### src/rtl/bombman_pkg.sv
// Shared grid constants, bomb/game state encodings and cell helpers for the bomb placer slice.
package bombman_pkg;

  localparam int unsigned GRID_DIM  = 10;
  localparam int unsigned CELL_MIN  = 1;
  localparam int unsigned CELL_MAX  = 8;
  localparam int unsigned NUM_CELLS = GRID_DIM * GRID_DIM;

  typedef enum logic [1:0] {
    BOMB_NONE    = 2'd0,
    BOMB_PLACED  = 2'd1,
    BOMB_ARMED   = 2'd2,
    BOMB_EXPLODE = 2'd3
  } bomb_state_t;

  typedef enum logic [1:0] {
    GAME_RUNNING = 2'd0,
    A_WINS       = 2'd1,
    B_WINS       = 2'd2,
    DRAW         = 2'd3
  } game_state_t;

  function automatic logic [6:0] cell_idx(input logic [3:0] x, input logic [3:0] y);
    return 7'(x) * 7'd10 + 7'(y);
  endfunction

  function automatic logic coord_ok(input logic [3:0] x, input logic [3:0] y);
    return (x >= 4'(CELL_MIN)) && (x <= 4'(CELL_MAX)) &&
           (y >= 4'(CELL_MIN)) && (y <= 4'(CELL_MAX));
  endfunction

  // One bit per interior cell; border rows/columns are never allowed to hold a bomb.
  function automatic logic [NUM_CELLS-1:0] inner_mask();
    logic [NUM_CELLS-1:0] m;
    m = '0;
    for (int unsigned i = 0; i < NUM_CELLS; i++) begin
      m[i] = coord_ok(4'(i / GRID_DIM), 4'(i % GRID_DIM));
    end
    return m;
  endfunction

  function automatic logic [6:0] popcount(input logic [NUM_CELLS-1:0] v);
    logic [6:0] c;
    c = '0;
    for (int unsigned i = 0; i < NUM_CELLS; i++) begin
      c = c + 7'(v[i]);
    end
    return c;
  endfunction

endpackage

### src/rtl/bomb_placer_place_req_gen.sv
// Per-player place-request generator: button rising-edge detect gated by a post-placement cooldown.
module place_req_gen #(
  parameter int unsigned COOLDOWN_CYCLES = 1000
) (
  input  logic clk,
  input  logic rst,
  input  logic btn,
  input  logic accept,
  output logic req
);

  localparam int unsigned CW = (COOLDOWN_CYCLES < 1) ? 1 : $clog2(COOLDOWN_CYCLES + 1);

  logic          btnPrev;
  logic [CW-1:0] coolCnt;

  assign req = btn & ~btnPrev & (coolCnt == '0);

  always_ff @(posedge clk) begin
    if (rst) begin
      btnPrev <= 1'b0;
      coolCnt <= '0;
    end else begin
      btnPrev <= btn;
      if (accept) begin
        coolCnt <= CW'(COOLDOWN_CYCLES);
      end else if (coolCnt != '0) begin
        coolCnt <= coolCnt - 1'b1;
      end
    end
  end

endmodule

### src/rtl/bomb_placer.sv
// Bomb map owner: merges timer ticks with player placements, tracks owners and per-player limits.
// Optional owner tracking / bomb limit enabled by defining BOMB_OWNER_LIMIT_EN.
module bomb_placer
  import bombman_pkg::*;
#(
  parameter int unsigned MAX_BOMBS       = 2,
  parameter int unsigned COOLDOWN_CYCLES = 1000
) (
  input  logic         clk,
  input  logic         rst,
  input  logic         bomb_tick,
  input  logic         btnA,
  input  logic         btnB,
  input  logic [3:0]   playerAx,
  input  logic [3:0]   playerAy,
  input  logic [3:0]   playerBx,
  input  logic [3:0]   playerBy,
  input  logic [1:0]   game_state,
  input  logic [99:0]  i_updatedBombMap_0,
  input  logic [99:0]  i_updatedBombMap_1,
  output logic [99:0]  o_curBombMap_0,
  output logic [99:0]  o_curBombMap_1,
  output logic         o_placedA,
  output logic         o_placedB,
  output logic [2:0]   o_bombCntA,
  output logic [2:0]   o_bombCntB
);

  localparam logic [NUM_CELLS-1:0] INNER = inner_mask();
  localparam logic [NUM_CELLS-1:0] ONE   = NUM_CELLS'(1);

  logic [99:0] map0, map1;
  logic [99:0] postMap0, postMap1, postOcc;
  logic [99:0] nextMap0, nextMap1;
  logic [99:0] onehotA, onehotB;
  logic [6:0]  idxA, idxB;
  logic        okA, okB, freeA, freeB, limitOkA, limitOkB;
  logic        reqA, reqB, accA, accB, running;
  logic        placedA, placedB;

  place_req_gen #(.COOLDOWN_CYCLES(COOLDOWN_CYCLES)) u_reqA (
    .clk(clk), .rst(rst), .btn(btnA), .accept(accA), .req(reqA)
  );

  place_req_gen #(.COOLDOWN_CYCLES(COOLDOWN_CYCLES)) u_reqB (
    .clk(clk), .rst(rst), .btn(btnB), .accept(accB), .req(reqB)
  );

  // Arbitration sees the post-tick map so a cell cleared by this tick is already placeable.
  always_comb begin
    postMap0 = bomb_tick ? (i_updatedBombMap_0 & INNER) : map0;
    postMap1 = bomb_tick ? (i_updatedBombMap_1 & INNER) : map1;
    postOcc  = postMap0 | postMap1;
    running  = (game_state == GAME_RUNNING);
    idxA     = cell_idx(playerAx, playerAy);
    idxB     = cell_idx(playerBx, playerBy);
    okA      = coord_ok(playerAx, playerAy);
    okB      = coord_ok(playerBx, playerBy);
    onehotA  = okA ? (ONE << idxA) : '0;
    onehotB  = okB ? (ONE << idxB) : '0;
    freeA    = (postOcc & onehotA) == '0;
    freeB    = (postOcc & onehotB) == '0;
    accA     = reqA & running & okA & freeA & limitOkA;
    accB     = reqB & running & okB & freeB & limitOkB & ~(accA & (idxA == idxB));
    nextMap0 = postMap0 | (accA ? onehotA : '0) | (accB ? onehotB : '0);
    nextMap1 = postMap1;
  end

  always_ff @(posedge clk) begin
    if (rst) begin
      map0    <= '0;
      map1    <= '0;
      placedA <= 1'b0;
      placedB <= 1'b0;
    end else begin
      map0    <= nextMap0;
      map1    <= nextMap1;
      placedA <= accA;
      placedB <= accB;
    end
  end

`ifdef BOMB_OWNER_LIMIT_EN
  logic [99:0] ownA, ownB, postOwnA, postOwnB, nextOwnA, nextOwnB, nextOcc;
  logic [6:0]  postCntA, postCntB, nextCntA, nextCntB;
  logic [2:0]  cntA, cntB;

  // Masking owners with occupancy drops ownership of any cell the tick emptied.
  always_comb begin
    postOwnA = ownA & postOcc;
    postOwnB = ownB & postOcc;
    postCntA = popcount(postOwnA);
    postCntB = popcount(postOwnB);
    limitOkA = postCntA < 7'(MAX_BOMBS);
    limitOkB = postCntB < 7'(MAX_BOMBS);
    nextOcc  = nextMap0 | nextMap1;
    nextOwnA = (postOwnA | (accA ? onehotA : '0)) & nextOcc;
    nextOwnB = (postOwnB | (accB ? onehotB : '0)) & nextOcc;
    nextCntA = popcount(nextOwnA);
    nextCntB = popcount(nextOwnB);
  end

  always_ff @(posedge clk) begin
    if (rst) begin
      ownA <= '0;
      ownB <= '0;
      cntA <= '0;
      cntB <= '0;
    end else begin
      ownA <= nextOwnA;
      ownB <= nextOwnB;
      cntA <= (nextCntA > 7'd7) ? 3'd7 : nextCntA[2:0];
      cntB <= (nextCntB > 7'd7) ? 3'd7 : nextCntB[2:0];
    end
  end

  assign o_bombCntA = cntA;
  assign o_bombCntB = cntB;
`else
  assign limitOkA   = 1'b1;
  assign limitOkB   = 1'b1;
  assign o_bombCntA = '0;
  assign o_bombCntB = '0;
`endif

  assign o_curBombMap_0 = map0;
  assign o_curBombMap_1 = map1;
  assign o_placedA      = placedA;
  assign o_placedB      = placedB;

endmodule
### config.mk
export PLATFORM = sky130hd
export DESIGN_NAME = bomb_placer
export DESIGN_NICKNAME = d
export VERILOG_FILES = /design/src/rtl/bombman_pkg.sv /design/src/rtl/bomb_placer_place_req_gen.sv /design/src/rtl/bomb_placer.sv
export SDC_FILE = /design/constraint.sdc
export NUM_CORES = 1
export LEC_CHECK = 0
export ABC_AREA = 0
export ABC_CLOCK_PERIOD_IN_PS = 4800
export BUFFER_PORTS_ARGS = -buffer_cell sky130_fd_sc_hd__buf_2
export CAP_MARGIN = 20
export CORE_ASPECT_RATIO = 1.5
export CORE_MARGIN = 2
export CORE_UTILIZATION = 30
export CTS_CLUSTER_DIAMETER = 80
export DETAILED_ROUTE_END_ITERATION = 10
export MAX_ROUTING_LAYER = met4
export PLACE_DENSITY_LB_ADDON = 0.05
export SYNTH_ARGS = -nofsm -noshare
export SYNTH_HDL_FRONTEND = slang
export SYNTH_SLANG_ARGS = --single-unit
### constraint.sdc
create_clock -name clk -period 4.8 [get_ports clk]
set_input_delay 0.24 -clock clk [delete_from_list [all_inputs] [get_ports clk]]
set_output_delay 0.24 -clock clk [all_outputs]
set_load 0.02 [all_outputs]
==> out/results.tsv <==
stage	metric	value	unit
critical_path	crit start category	input pin	
sta	worst rel slew slack	0.219	
route	vias	17900	
floorplanning	DIE HEIGHT	272	um
synth	post-synth cell types	96	
sta	clock skew	0.0111	ns
floorplanning	Die W	183	um
grt	largest net degree at the start of global routing	84	
critical_path	CP max-delay cell	or4b_4	
final_layout	area delta synth->final	39.5	%
sta	Final Slew Violations	0	
route	Detailed Routing Iterations Pass 1	6	
route	# DRC	0	
placement	Final GP Congestion	1.05	
final_layout	share of cells above drive strength 1	0.296	
job	max_cap viols	0	
clock_network	Resized Gates After CTS	0	
synth	synth top area cells	dfxtp_1 (31%), mux2i_1 (6.1%), nor2_1 (5.5%)	
critical_path	max incr delay on CP	0.57	ns
critical_path	crit end category	register	
sta	FMAX	218	MHz
critical_path	CP delay by family, top	simple AND/OR/NAND/NOR gates	
sta	Tmin final	4.59	ns
final_layout	most frequent cells in the layout	buf_2 (350), buf_4 (249), dfxtp_1 (224), nor2_1 (208), a21oi_1 (113)	
floorplanning	Initial Util	0.303	
critical_path	Crit Path Category	input pin to register	
final_layout	final net count	2636	
critical_path	Critical Path Fanout Max	11	
outcome	outcome	finished, final reports clean	
synth	Cells after Synth	1811	
synth	Cell Area, Synth	14400	um^2
floorplanning	I/O pins	431	
synth	Synth area leader	dfxtp_1	
clock_network	clock buffer depth	3	
clock_network	Worst-Skew Late Latency	0.57	ns
floorplanning	Die ar.	49700	um^2
clock_network	Num CTS Buffers	26	
pwr	Cell Pwr Density	324	nW/um^2
critical_path	Crit path buffers/inverters	5	
pwr	P_leak	8.42	nW
clock_network	CTS root buf	clkbuf_16	
final_layout	post-route cell area	20000	um^2
pwr	worst-case vdd ir drop	282	uV
route	Avg WL per Cell	30.3	um
synth	post-synthesis area per instance	7.93	um^2
sta	Final Hold Fails	0	
sta	RSZ-0062 raised after global routing	false	
floorplanning	# rows	98	
final_layout	most common cell after layout, fill and taps aside	buf_2	
grt	Total GRT Usage	0.368	
placement	placed cell areas	18400	um^2
grt	first-pass GRT wire length	128000	um
synth	#FFs+latches synth	224	
floorplanning	core footprint	47500	um^2
synth	EDFF count, synth	0	
synth	sequential area share after synthesis	0.312	
synth	Ys Warns	0	
synth	prevailing post-synth register cell	dfxtp_1	
placement	HPWL Detailed	74000	um
critical_path	Worst EP required	5.20	ns
min_path	Hold WC Path Type	input pin to register	
sta	final setup fails	0	
synth	post-synthesis async set-or-reset flop share	0	
sta	Final Cycle Share	0.956	
critical_path	worst path cell trace	buf_2, ha_1, ha_1, inv_1, fa_1, nand2b_1, buf_4, o22a_1, nand2_1, nor2_1, a32o_1, or4b_4, nor4_4, buf_4, buf_4, and2_1, a21oi_1, o32ai_1	
route	Routed Antenna Nets	0	
clock_network	clk slew on worst S/H paths	0.06	ns
pwr	Design Power	0.00650	W
sta	worst-margin pin slew	1.17	ns
critical_path	Critical Path AT	4.99	ns
grt	vias in the first global route	17700	
route	Initial DRC Count	1552	
route	DR vias/cell	5.94	
clock_network	H-tree depth	1	
grt	initial antenna violation count	1	
critical_path	CP most frequent cell	buf_4	
placement	input/output buffers	352	
synth	Yosys top cell area share	0.312	
grt	GRT overflow	0	
clock_network	CTS tree	yes	
clock_network	setup bufs post-CTS	0	
final_layout	# fillers	4949	
clock_network	clk sinks	224	
route	routed wire length	91300	um
## final timing paths
kind	from	endpoint	slack [ns]	depth (start not counted)
max reg2reg	u_reqA.coolCnt[0]$_SDFFE_PP0P_	o_curBombMap_0[66]$_SDFF_PP0_	0.48	15
min	i_updatedBombMap_0[38]	o_curBombMap_0[38]$_SDFF_PP0_	0.005	3
max	playerAx[1]	o_curBombMap_0[66]$_SDFF_PP0_	0.21	18
min reg2reg	o_curBombMap_1[6]$_SDFF_PP0_	o_curBombMap_1[6]$_SDFF_PP0_	0.48	1
## sequential cells by signal (all words and copies together), names as in the netlist
name,flops
u_reqB.coolCnt,10
o_placedB,1
o_curBombMap_0,100
u_reqA.btnPrev,1
o_curBombMap_1,100
u_reqB.btnPrev,1
u_reqA.coolCnt,10
o_placedA,1
## where the power goes
group / internal [W] / switching [W]
clock: 0.00115 / 0.000850
combinational: 0.000894 / 0.00151
sequential: 0.00199 / 0.000110
## per-stage QoR
| step | hold WS [ns] | setup slack (ns) | setup TNS (ns) | utilization | instances |
|---|---|---|---|---|---|
| final | 0.00522 | 0.209 | 0 | 0.422 | 3010 |
| after global routing | 0.0279 | 0.214 | 0 | 0.422 | 3009 |
| after CTS | 0.00191 | 0.299 | 0 | 0.422 | 3009 |
| after detailed placement | 0.469 | -0.297 | -0.610 | 0.389 | 2890 |
| after global placement | 0.464 | -0.283 | -1.70 | 0.389 | 2890 |
| after floorplan | 0.368 | 0.670 | 0 | - | 1816 |
## cell type report
class,instances,area [um^2],share of cell area
Multi-Input combinational cell,1438,9240,0.461
Timing Repair Buffer,690,4670,0.233
Sequential cell,224,4480,0.224
Clock buffer,38,767,0.0383
Tap cell,600,751,0.0375
Clock inverter,5,58.8,0.00294
Inverter,14,52.6,0.00262
Antenna cell,1,2.50,0.000125
## worst reg2reg max path: stages, from the launching register on
cell	delay (ns)
dfxtp_1	0.32
inv_1	0.09
ha_1	0.18
or3b_1	0.47
nor4_2	0.17
buf_4	0.18
nand3_1	0.15
a41oi_1	0.26
o211ai_1	0.14
or4b_4	0.60
nor4_4	0.39
buf_4	0.29
buf_4	0.17
and2_1	0.18
a21oi_1	0.16
o32ai_1	0.39
## cell usage after synthesis, types with 8 or more instances
| cell type | count |
|---|---|
| a211oi_1 | 13 |
| xnor2_1 | 18 |
| o21bai_1 | 12 |
| or3_1 | 8 |
| a221oi_1 | 9 |
| a22oi_1 | 20 |
| ha_1 | 15 |
| or4_1 | 15 |
| inv_1 | 13 |
| xor2_1 | 8 |
| a31oi_1 | 38 |
| nand2_1 | 93 |
| buf_4 | 14 |
| nor3_1 | 77 |
| dfxtp_1 | 224 |
| nand4b_1 | 8 |
| o32ai_1 | 26 |
| nand4_1 | 35 |
| o211ai_1 | 16 |
| o22ai_1 | 10 |
| a21oi_1 | 113 |
| a31o_2 | 21 |
| a21o_1 | 18 |
| clkbuf_1 | 76 |
| nor2_1 | 209 |
| and2_1 | 48 |
| o21ai_0 | 93 |
| o31ai_1 | 13 |
| buf_1 | 16 |
| nand2b_1 | 60 |
| buf_2 | 29 |
| nor2b_1 | 8 |
| a31o_1 | 18 |
| nor3b_1 | 8 |
| nor4_1 | 31 |
| and3_1 | 14 |
| nand3_1 | 112 |
| mux2i_1 | 87 |
| o32a_1 | 26 |
## metal layers
layer  vias up  track usage  routed length [um]
met2       850        0.638               45500
met3       261       0.0432                5410
met1      8753        0.405               33800
li1       8002            -                   -
met5         -            -                   0
met4         0        0.219                6610
## what timing repair did
item | CTS | global route
endpoints found under the hold margin | 76 | 0
hold buffers | 76 | 0
endpoints found under the setup margin | 0 | 0
## cell families (layout without fill, tap and decap cells)
family,count (synthesis),after routing,share of synthesized area
AOI/OAI and AO/OA,523,523,0.253
xor gates and xnor gates,28,28,0.0187
adders and majority gates,21,21,0.0200
buffers and inverters,154,747,0.0491
DFF,224,224,0.312
muxes,98,98,0.0732
other,1,7,0.000261
and+or+nand+nor,762,762,0.273
Power figures use the tool's default switching activity.
